[config.mk]
export PLATFORM = sky130hd
export DESIGN_NAME = cache_channel_arbiter
export DESIGN_NICKNAME = d
export VERILOG_FILES = /design/src/rtl/cache_channel_arbiter_pkg.sv /design/src/rtl/cache_channel_arbiter_rr_pick.sv /design/src/rtl/cache_channel_arbiter.sv
export SDC_FILE = /design/constraint.sdc
export NUM_CORES = 1
export LEC_CHECK = 0
export ABC_AREA = 0
export BUFFER_PORTS_ARGS = -buffer_cell sky130_fd_sc_hd__buf_2
export CAP_MARGIN = 20
export CORE_AREA = 2 2 146 148
export CTS_CLUSTER_DIAMETER = 50
export DETAILED_ROUTE_END_ITERATION = 12
export DIE_AREA = 0 0 148 150
export SLEW_MARGIN = 20
export SYNTH_ARGS = -nofsm -noshare
export SYNTH_HDL_FRONTEND = slang
export SYNTH_SLANG_ARGS = --single-unit
export TNS_END_PERCENT = 5
[constraint.sdc]
create_clock -name clk -period 4.2 [get_ports clk]
set_input_delay 0.63 -clock clk [delete_from_list [all_inputs] [get_ports clk]]
set_output_delay 0.63 -clock clk [all_outputs]
set_load 0.05 [all_outputs]
[src/rtl/cache_channel_arbiter_pkg.sv]
// ---------------------------------------------------------------------------
// cache_channel_arbiter_pkg
// Shared types and constants for the cache-side message channel arbiter.
//   arb_state_t : arbiter FSM state (IDLE = free to pick, LOCKED = mid-message)
//   NOC_N_REQ   : default requester count for a NoC request plane
//   NOC_DATA_W  : default payload width per beat for a NoC request plane
//   id_width()  : index width for n requesters, never less than one bit
// ---------------------------------------------------------------------------
package cache_channel_arbiter_pkg;

  typedef enum logic {
    IDLE   = 1'b0,
    LOCKED = 1'b1
  } arb_state_t;

  localparam int NOC_N_REQ  = 4;
  localparam int NOC_DATA_W = 64;

  function automatic int id_width(input int n);
    return (n > 1) ? $clog2(n) : 1;
  endfunction

endpackage

[src/rtl/cache_channel_arbiter_rr_pick.sv]
// ---------------------------------------------------------------------------
// cache_channel_arbiter_rr_pick
// Combinational round-robin priority select. Returns the first asserted
// request found when scanning rr_ptr, rr_ptr+1, ... (mod N_REQ).
//   req        in  N_REQ  request vector
//   rr_ptr     in  ID_W   highest-priority index for this cycle
//   grant      out N_REQ  one-hot grant (all zero when nothing requests)
//   grant_idx  out ID_W   encoded index of the granted requester
//   any_valid  out 1      at least one request is asserted
// ---------------------------------------------------------------------------
module cache_channel_arbiter_rr_pick
  import cache_channel_arbiter_pkg::*;
#(
  parameter int N_REQ = NOC_N_REQ,
  parameter int ID_W  = id_width(N_REQ)
) (
  input  logic [N_REQ-1:0] req,
  input  logic [ID_W-1:0]  rr_ptr,
  output logic [N_REQ-1:0] grant,
  output logic [ID_W-1:0]  grant_idx,
  output logic             any_valid
);

  // Two copies of the request vector side by side: scanning upward from
  // rr_ptr through the doubled vector visits every requester exactly once
  // in rotated order without any modulo inside the loop.
  logic [2*N_REQ-1:0] req_dbl;
  logic [ID_W:0]      pos;
  logic [ID_W:0]      hit_pos;
  logic               found;
  logic [ID_W:0]      wrapped;

  assign req_dbl = {req, req};

  always_comb begin
    found   = 1'b0;
    hit_pos = '0;
    pos     = '0;
    for (int k = 0; k < N_REQ; k++) begin
      pos = (ID_W+1)'(k) + {1'b0, rr_ptr};
      if (!found && (int'(pos) < 2*N_REQ) && req_dbl[pos]) begin
        found   = 1'b1;
        hit_pos = pos;
      end
    end
  end

  // A hit in the upper copy maps back to the same requester in the lower copy.
  always_comb begin
    wrapped = hit_pos;
    if (hit_pos >= (ID_W+1)'(N_REQ)) begin
      wrapped = hit_pos - (ID_W+1)'(N_REQ);
    end
  end

  assign any_valid = found;
  assign grant_idx = wrapped[ID_W-1:0];

  for (genvar gi = 0; gi < N_REQ; gi++) begin : g_grant
    assign grant[gi] = found && (grant_idx == ID_W'(gi));
  end

endmodule

[src/rtl/cache_channel_arbiter.sv]
// ---------------------------------------------------------------------------
// cache_channel_arbiter
// N-requester round-robin arbiter sharing one ready/valid message channel.
// The grant is held for a multi-beat message until its last beat, and the
// output is registered through a one-entry stage that can be refilled in the
// same cycle it drains, so one beat per cycle flows under continuous
// out_ready.
//   clk        in  1             clock
//   rst        in  1             asynchronous reset, active-high
//   req_valid  in  N_REQ         per-requester beat valid
//   req_ready  out N_REQ         per-requester beat accepted (at most one set)
//   req_data   in  N_REQ*DATA_W  payloads, requester i at [i*DATA_W +: DATA_W]
//   req_last   in  N_REQ         final beat of message
//   out_valid  out 1             output register holds a beat
//   out_ready  in  1             downstream accepts
//   out_data   out DATA_W        registered payload
//   out_last   out 1             registered last flag
//   out_id     out ID_W          requester index of the registered beat
//   busy       out 1             arbiter is mid-message
// ---------------------------------------------------------------------------
module cache_channel_arbiter
  import cache_channel_arbiter_pkg::*;
#(
  parameter int N_REQ  = NOC_N_REQ,
  parameter int DATA_W = NOC_DATA_W,
  parameter int ID_W   = id_width(N_REQ)
) (
  input  logic                    clk,
  input  logic                    rst,
  input  logic [N_REQ-1:0]        req_valid,
  output logic [N_REQ-1:0]        req_ready,
  input  logic [N_REQ*DATA_W-1:0] req_data,
  input  logic [N_REQ-1:0]        req_last,
  output logic                    out_valid,
  input  logic                    out_ready,
  output logic [DATA_W-1:0]       out_data,
  output logic                    out_last,
  output logic [ID_W-1:0]         out_id,
  output logic                    busy
);

  arb_state_t        state_q,     state_d;
  logic [ID_W-1:0]   rr_ptr_q,    rr_ptr_d;
  logic [ID_W-1:0]   lock_id_q,   lock_id_d;
  logic              out_valid_q, out_valid_d;
  logic [DATA_W-1:0] out_data_q,  out_data_d;
  logic              out_last_q,  out_last_d;
  logic [ID_W-1:0]   out_id_q,    out_id_d;

  logic [N_REQ-1:0]  pick_grant;
  logic [ID_W-1:0]   pick_idx;
  logic              pick_any;
  logic [N_REQ-1:0]  lock_onehot;
  logic [DATA_W-1:0] req_data_arr [N_REQ];

  logic              space;
  logic              accept;
  logic [ID_W-1:0]   acc_id;
  logic [ID_W-1:0]   acc_id_next;

  cache_channel_arbiter_rr_pick #(
    .N_REQ (N_REQ),
    .ID_W  (ID_W)
  ) u_rr_pick (
    .req       (req_valid),
    .rr_ptr    (rr_ptr_q),
    .grant     (pick_grant),
    .grant_idx (pick_idx),
    .any_valid (pick_any)
  );

  for (genvar gi = 0; gi < N_REQ; gi++) begin : g_unpack
    assign req_data_arr[gi] = req_data[gi*DATA_W +: DATA_W];
    assign lock_onehot[gi]  = (lock_id_q == ID_W'(gi));
  end

  // Round-robin successor of the requester currently being served.
  assign acc_id      = (state_q == LOCKED) ? lock_id_q : pick_idx;
  assign acc_id_next = (acc_id == ID_W'(N_REQ-1)) ? '0 : acc_id + 1'b1;

  always_comb begin
    state_d     = state_q;
    rr_ptr_d    = rr_ptr_q;
    lock_id_d   = lock_id_q;
    out_valid_d = out_valid_q;
    out_data_d  = out_data_q;
    out_last_d  = out_last_q;
    out_id_d    = out_id_q;
    req_ready   = '0;

    // The output stage can take a beat when empty or draining this cycle.
    space = !out_valid_q || out_ready;

    if (space) begin
      if (state_q == IDLE) begin
        req_ready = pick_any ? pick_grant : '0;
      end else begin
        // While locked only the owner is offered ready, even if it idles.
        req_ready = lock_onehot;
      end
    end

    accept = |(req_valid & req_ready);

    if (accept) begin
      // Overwrites a draining beat in the same edge: no bubble.
      out_valid_d = 1'b1;
      out_data_d  = req_data_arr[acc_id];
      out_last_d  = req_last[acc_id];
      out_id_d    = acc_id;
    end else if (out_ready) begin
      out_valid_d = 1'b0;
    end

    case (state_q)
      IDLE: begin
        if (accept) begin
          if (req_last[acc_id]) begin
            rr_ptr_d = acc_id_next;
          end else begin
            state_d   = LOCKED;
            lock_id_d = acc_id;
          end
        end
      end
      LOCKED: begin
        if (accept && req_last[acc_id]) begin
          state_d  = IDLE;
          rr_ptr_d = acc_id_next;
        end
      end
      default: begin
        state_d = IDLE;
      end
    endcase
  end

  always_ff @(posedge clk or posedge rst) begin
    if (rst) begin
      state_q     <= IDLE;
      rr_ptr_q    <= '0;
      lock_id_q   <= '0;
      out_valid_q <= 1'b0;
      out_data_q  <= '0;
      out_last_q  <= 1'b0;
      out_id_q    <= '0;
    end else begin
      state_q     <= state_d;
      rr_ptr_q    <= rr_ptr_d;
      lock_id_q   <= lock_id_d;
      out_valid_q <= out_valid_d;
      out_data_q  <= out_data_d;
      out_last_q  <= out_last_d;
      out_id_q    <= out_id_d;
    end
  end

  assign out_valid = out_valid_q;
  assign out_data  = out_data_q;
  assign out_last  = out_last_q;
  assign out_id    = out_id_q;
  assign busy      = (state_q == LOCKED);

endmodule

==> results.sh <==
export IMPL_whs_ns=0.3486
export IMPL_cp_start_kind="primary input"
export IMPL_placed_cells=1016
export IMPL_finalSetupViolCount=0
export IMPL_grtUsageTotal_pct=12.79
export IMPL_slowest_stage="a31oi_4"
export IMPL_core_area_um2=20690
export IMPL_endpoint_kind="register"
export IMPL_syn_mean_instance_area_um2=11.84
export IMPL_cts_hold_buffers_added=0
export IMPL_crit_arrival_ns=3.18
export IMPL_crit_chain="buf_2 > nor4_1 > a211oi_1 > a31oi_4 > mux4_2 > a311o_1 > mux2_1"
export IMPL_skew_ns=0.007020
export IMPL_synth_top_family_by_area="multiplexers"
export IMPL_postRouteAntennaNets=0
export IMPL_synth_compound_area_share_pct=3.018
export IMPL_diodes=0
export IMPL_gp_congestion=0.8404
export IMPL_finalSetupTns_ns=0
export IMPL_nets=1020
export IMPL_syn_nets=695
export IMPL_synth_xor_area_share_pct=0
export IMPL_cts_tree="done"
export IMPL_grt_pass1_wl_um=22510
export IMPL_crit_reg2reg_launch="rr_ptr_q[1]$_DFFE_PP0P_"
export IMPL_drc=0
export IMPL_worst_path_buf_inv=1
export IMPL_clkTransAtPathRegs_ns=0.06
export IMPL_final_common_cell="buf_2"
export IMPL_cts_buffers=9
export IMPL_final_cell_mix="339 x buf_2, 193 x mux2i_1, 73 x dfrtp_1, 57 x mux2_1, 11 x mux2_2"
export IMPL_routedWlPerCell_um=14.14
export IMPL_hold_class="in2async"
export IMPL_power_per_cell_area_nw_per_um2=900.9
export IMPL_ctsResizeCount=0
export IMPL_firstDrtPassIters=4
export IMPL_place_area_um2=7064
export IMPL_grt_max_degree=67
export IMPL_overflow=0
export IMPL_rsz0062_at_grt="false"
export IMPL_cts_root_buf="clkbuf_16"
export IMPL_die_w_um=148
export IMPL_worstPathMaxFanout=16
export IMPL_yosysWarnings=0
export IMPL_design_area_um2=7362
export IMPL_syn_to_final_growth_pct=45.57
export IMPL_worstReg2RegEnd="out_data[10]$_DFFE_PP0P_"
export IMPL_outcome="complete, no violations"
export IMPL_htreeDepth=3
export IMPL_ys_seq_area_share_pct=36.12
export IMPL_dp_hpwl_um=11500
export IMPL_fp_dieH_um=150
export IMPL_max_slew_margin_rel_pct=48.58
export IMPL_slew_viol_final=0
export IMPL_cts_setup_buffers=0
export IMPL_crit_type="in2reg"
export IMPL_vias=4550
export IMPL_portBuffers=339
export IMPL_period_share_pct=70.58
export IMPL_p_leak_uw=0.004047
export IMPL_grt_pass1_vias=4610
export IMPL_synthesis_area_um2=5057
export IMPL_synthSimpleGateAreaFrac_pct=3.587
export IMPL_fmax_mhz=337.3
export IMPL_drv_cap=0
export IMPL_clk_latency_ns=0.34
export IMPL_synth_mux_area_share_pct=53.79
export IMPL_synthAdderAreaFrac_pct=0.2474
export IMPL_first_iter_violations=98
export IMPL_worst_path_largest_cell_delay_ns=0.63
export IMPL_path_delay_family="compound AO/OA/AOI/OAI gates"
export IMPL_r2r_slack_ns=1.31
export IMPL_clk_path_buf_depth=2
export IMPL_worst_slew_pin_slew_ns=0.7592
export IMPL_required_ns=4.42
export IMPL_initial_utilization_pct=24.44
export IMPL_vdd_drop_max_mv=0.4257
export IMPL_synth_seq_cells=73
export IMPL_hold_viol=0
export IMPL_ios=340
export IMPL_die_area_um2=22200
export IMPL_postSynthCellCount=427
export IMPL_final_cells=1032
export IMPL_clkSinkCount=73
export IMPL_yosysUniqueCellTypes=38
export IMPL_reg2reg_depth=7
export IMPL_grt_antenna_before_repair=0
export IMPL_layout_drive_gt1_share_pct=49.93
export IMPL_min_period_ns=2.964
export IMPL_rows=53
export IMPL_vias_per_cell=4.409
export IMPL_routed_wl_um=14590
[where the power goes]
group	total (uW)	switching, uW	internal, uW	leakage (uW)
logic	4560	2840	1720	0.00305
registers	1300	202	1100	0.000855
clock network	773	299	474	0.000142
total	6630	3340	3290	0.00405
[per-layer routing]
metal  global-route usage (%)  part of all wire, %
met5                        0                    0
met4                    5.095                  1.7
met3                    3.201                  7.8
met2                    23.01                   51
met1                    14.51                   40
[cell usage after synthesis]
cell type | instances | share of area (%)
buf_1 | 8 | 0.59
o2bb2ai_1 | 1 | 0.17
clkbuf_1 | 3 | 0.22
a21bo_2 | 1 | 0.20
or4_1 | 1 | 0.15
o21ai_1 | 2 | 0.20
and3_1 | 1 | 0.12
buf_4 | 3 | 0.45
a21boi_0 | 2 | 0.30
nand3_1 | 1 | 0.099
mux2_1 | 57 | 13
nand4_1 | 1 | 0.12
dfrtp_1 | 73 | 36
nor2_1 | 7 | 0.52
a31o_1 | 1 | 0.17
or3_1 | 1 | 0.12
ha_1 | 1 | 0.25
mux2i_1 | 193 | 38
mux4_2 | 1 | 0.45
inv_1 | 4 | 0.30
mux2_2 | 11 | 2.4
and2_1 | 2 | 0.25
a21o_1 | 2 | 0.30
o31a_1 | 1 | 0.17
a21oi_1 | 4 | 0.40
nand2b_1 | 3 | 0.37
nor4_1 | 1 | 0.12
nand2_1 | 8 | 0.59
nor2b_1 | 3 | 0.37
a31oi_1 | 1 | 0.12
o21ai_0 | 1 | 0.099
a211oi_1 | 1 | 0.15
nor3_1 | 5 | 0.49
buf_2 | 17 | 1.7
a311o_1 | 2 | 0.40
o311ai_1 | 1 | 0.17
nor4_2 | 1 | 0.25
a41oi_1 | 1 | 0.17
[through the flow]
| stage | setup slack [ns] | util, % | total power [uW] |
|---|---|---|---|
| 6_report | 1.236 | 35.58 | 6632 |
| 5_1_grt | 1.107 | 35.58 | 7095 |
| 4_1_cts | 1.246 | 35.58 | 6732 |
| 3_5_place_dp | 0.9155 | 34.14 | 5934 |
| 3_3_place_gp | 0.9291 | 34.14 | 5873 |
| 2_1_floorplan | 0.6917 | - | 4919 |
[worst reg2reg max path, cell delays in order, from the launching register on]
cell and delay [ns]:
dfrtp_1 0.47, nand2_1 0.11, a311o_1 0.41, a31o_4 0.45, nor4_2 0.51, nor2_4 0.10, buf_12 0.21, mux2_1 0.51
[state kept, by name (all words and copies together), names as in the netlist, named ones only]
name and flops:
lock_id_q 2, out_data 64, out_id 2, out_last 1, out_valid 1, rr_ptr_q 2
[worst max path at each step]
stage / start / endpoint / cells after the start / slack [ns]
2_1_floorplan: req_valid[2] / req_ready[1] / 7 / 0.69
3_3_place_gp: req_valid[0] / lock_id_q[0]$_DFFE_PP0P_ / 7 / 0.93
3_5_place_dp: req_valid[1] / lock_id_q[1]$_DFFE_PP0P_ / 7 / 0.92
4_1_cts: rr_ptr_q[1]$_DFFE_PP0P_ / req_ready[1] / 5 / 1.25
5_1_grt: req_valid[1] / lock_id_q[0]$_DFFE_PP0P_ / 7 / 1.11
6_report: req_valid[1] / lock_id_q[0]$_DFFE_PP0P_ / 7 / 1.24
[cell type report]
cell class | count | area [um^2]
clock buffers | 11 | 242.7
multi-input cells | 319 | 3098
well taps | 275 | 344.1
inverters | 4 | 16.27
clock inverters | 5 | 55.05
repair buffers | 345 | 1779
flip-flops and latches | 73 | 1827
fillers | 2118 | 13330
[cell families after synthesis]
group / Yosys count
adder cells (fa/ha/maj): 1
buffers and inverters: 35
flip-flops: 73
AO/OA/AOI/OAI: 21
AND/OR/NAND/NOR: 35
multiplexers: 262
Note: power is estimated with default switching activity, not from simulation.
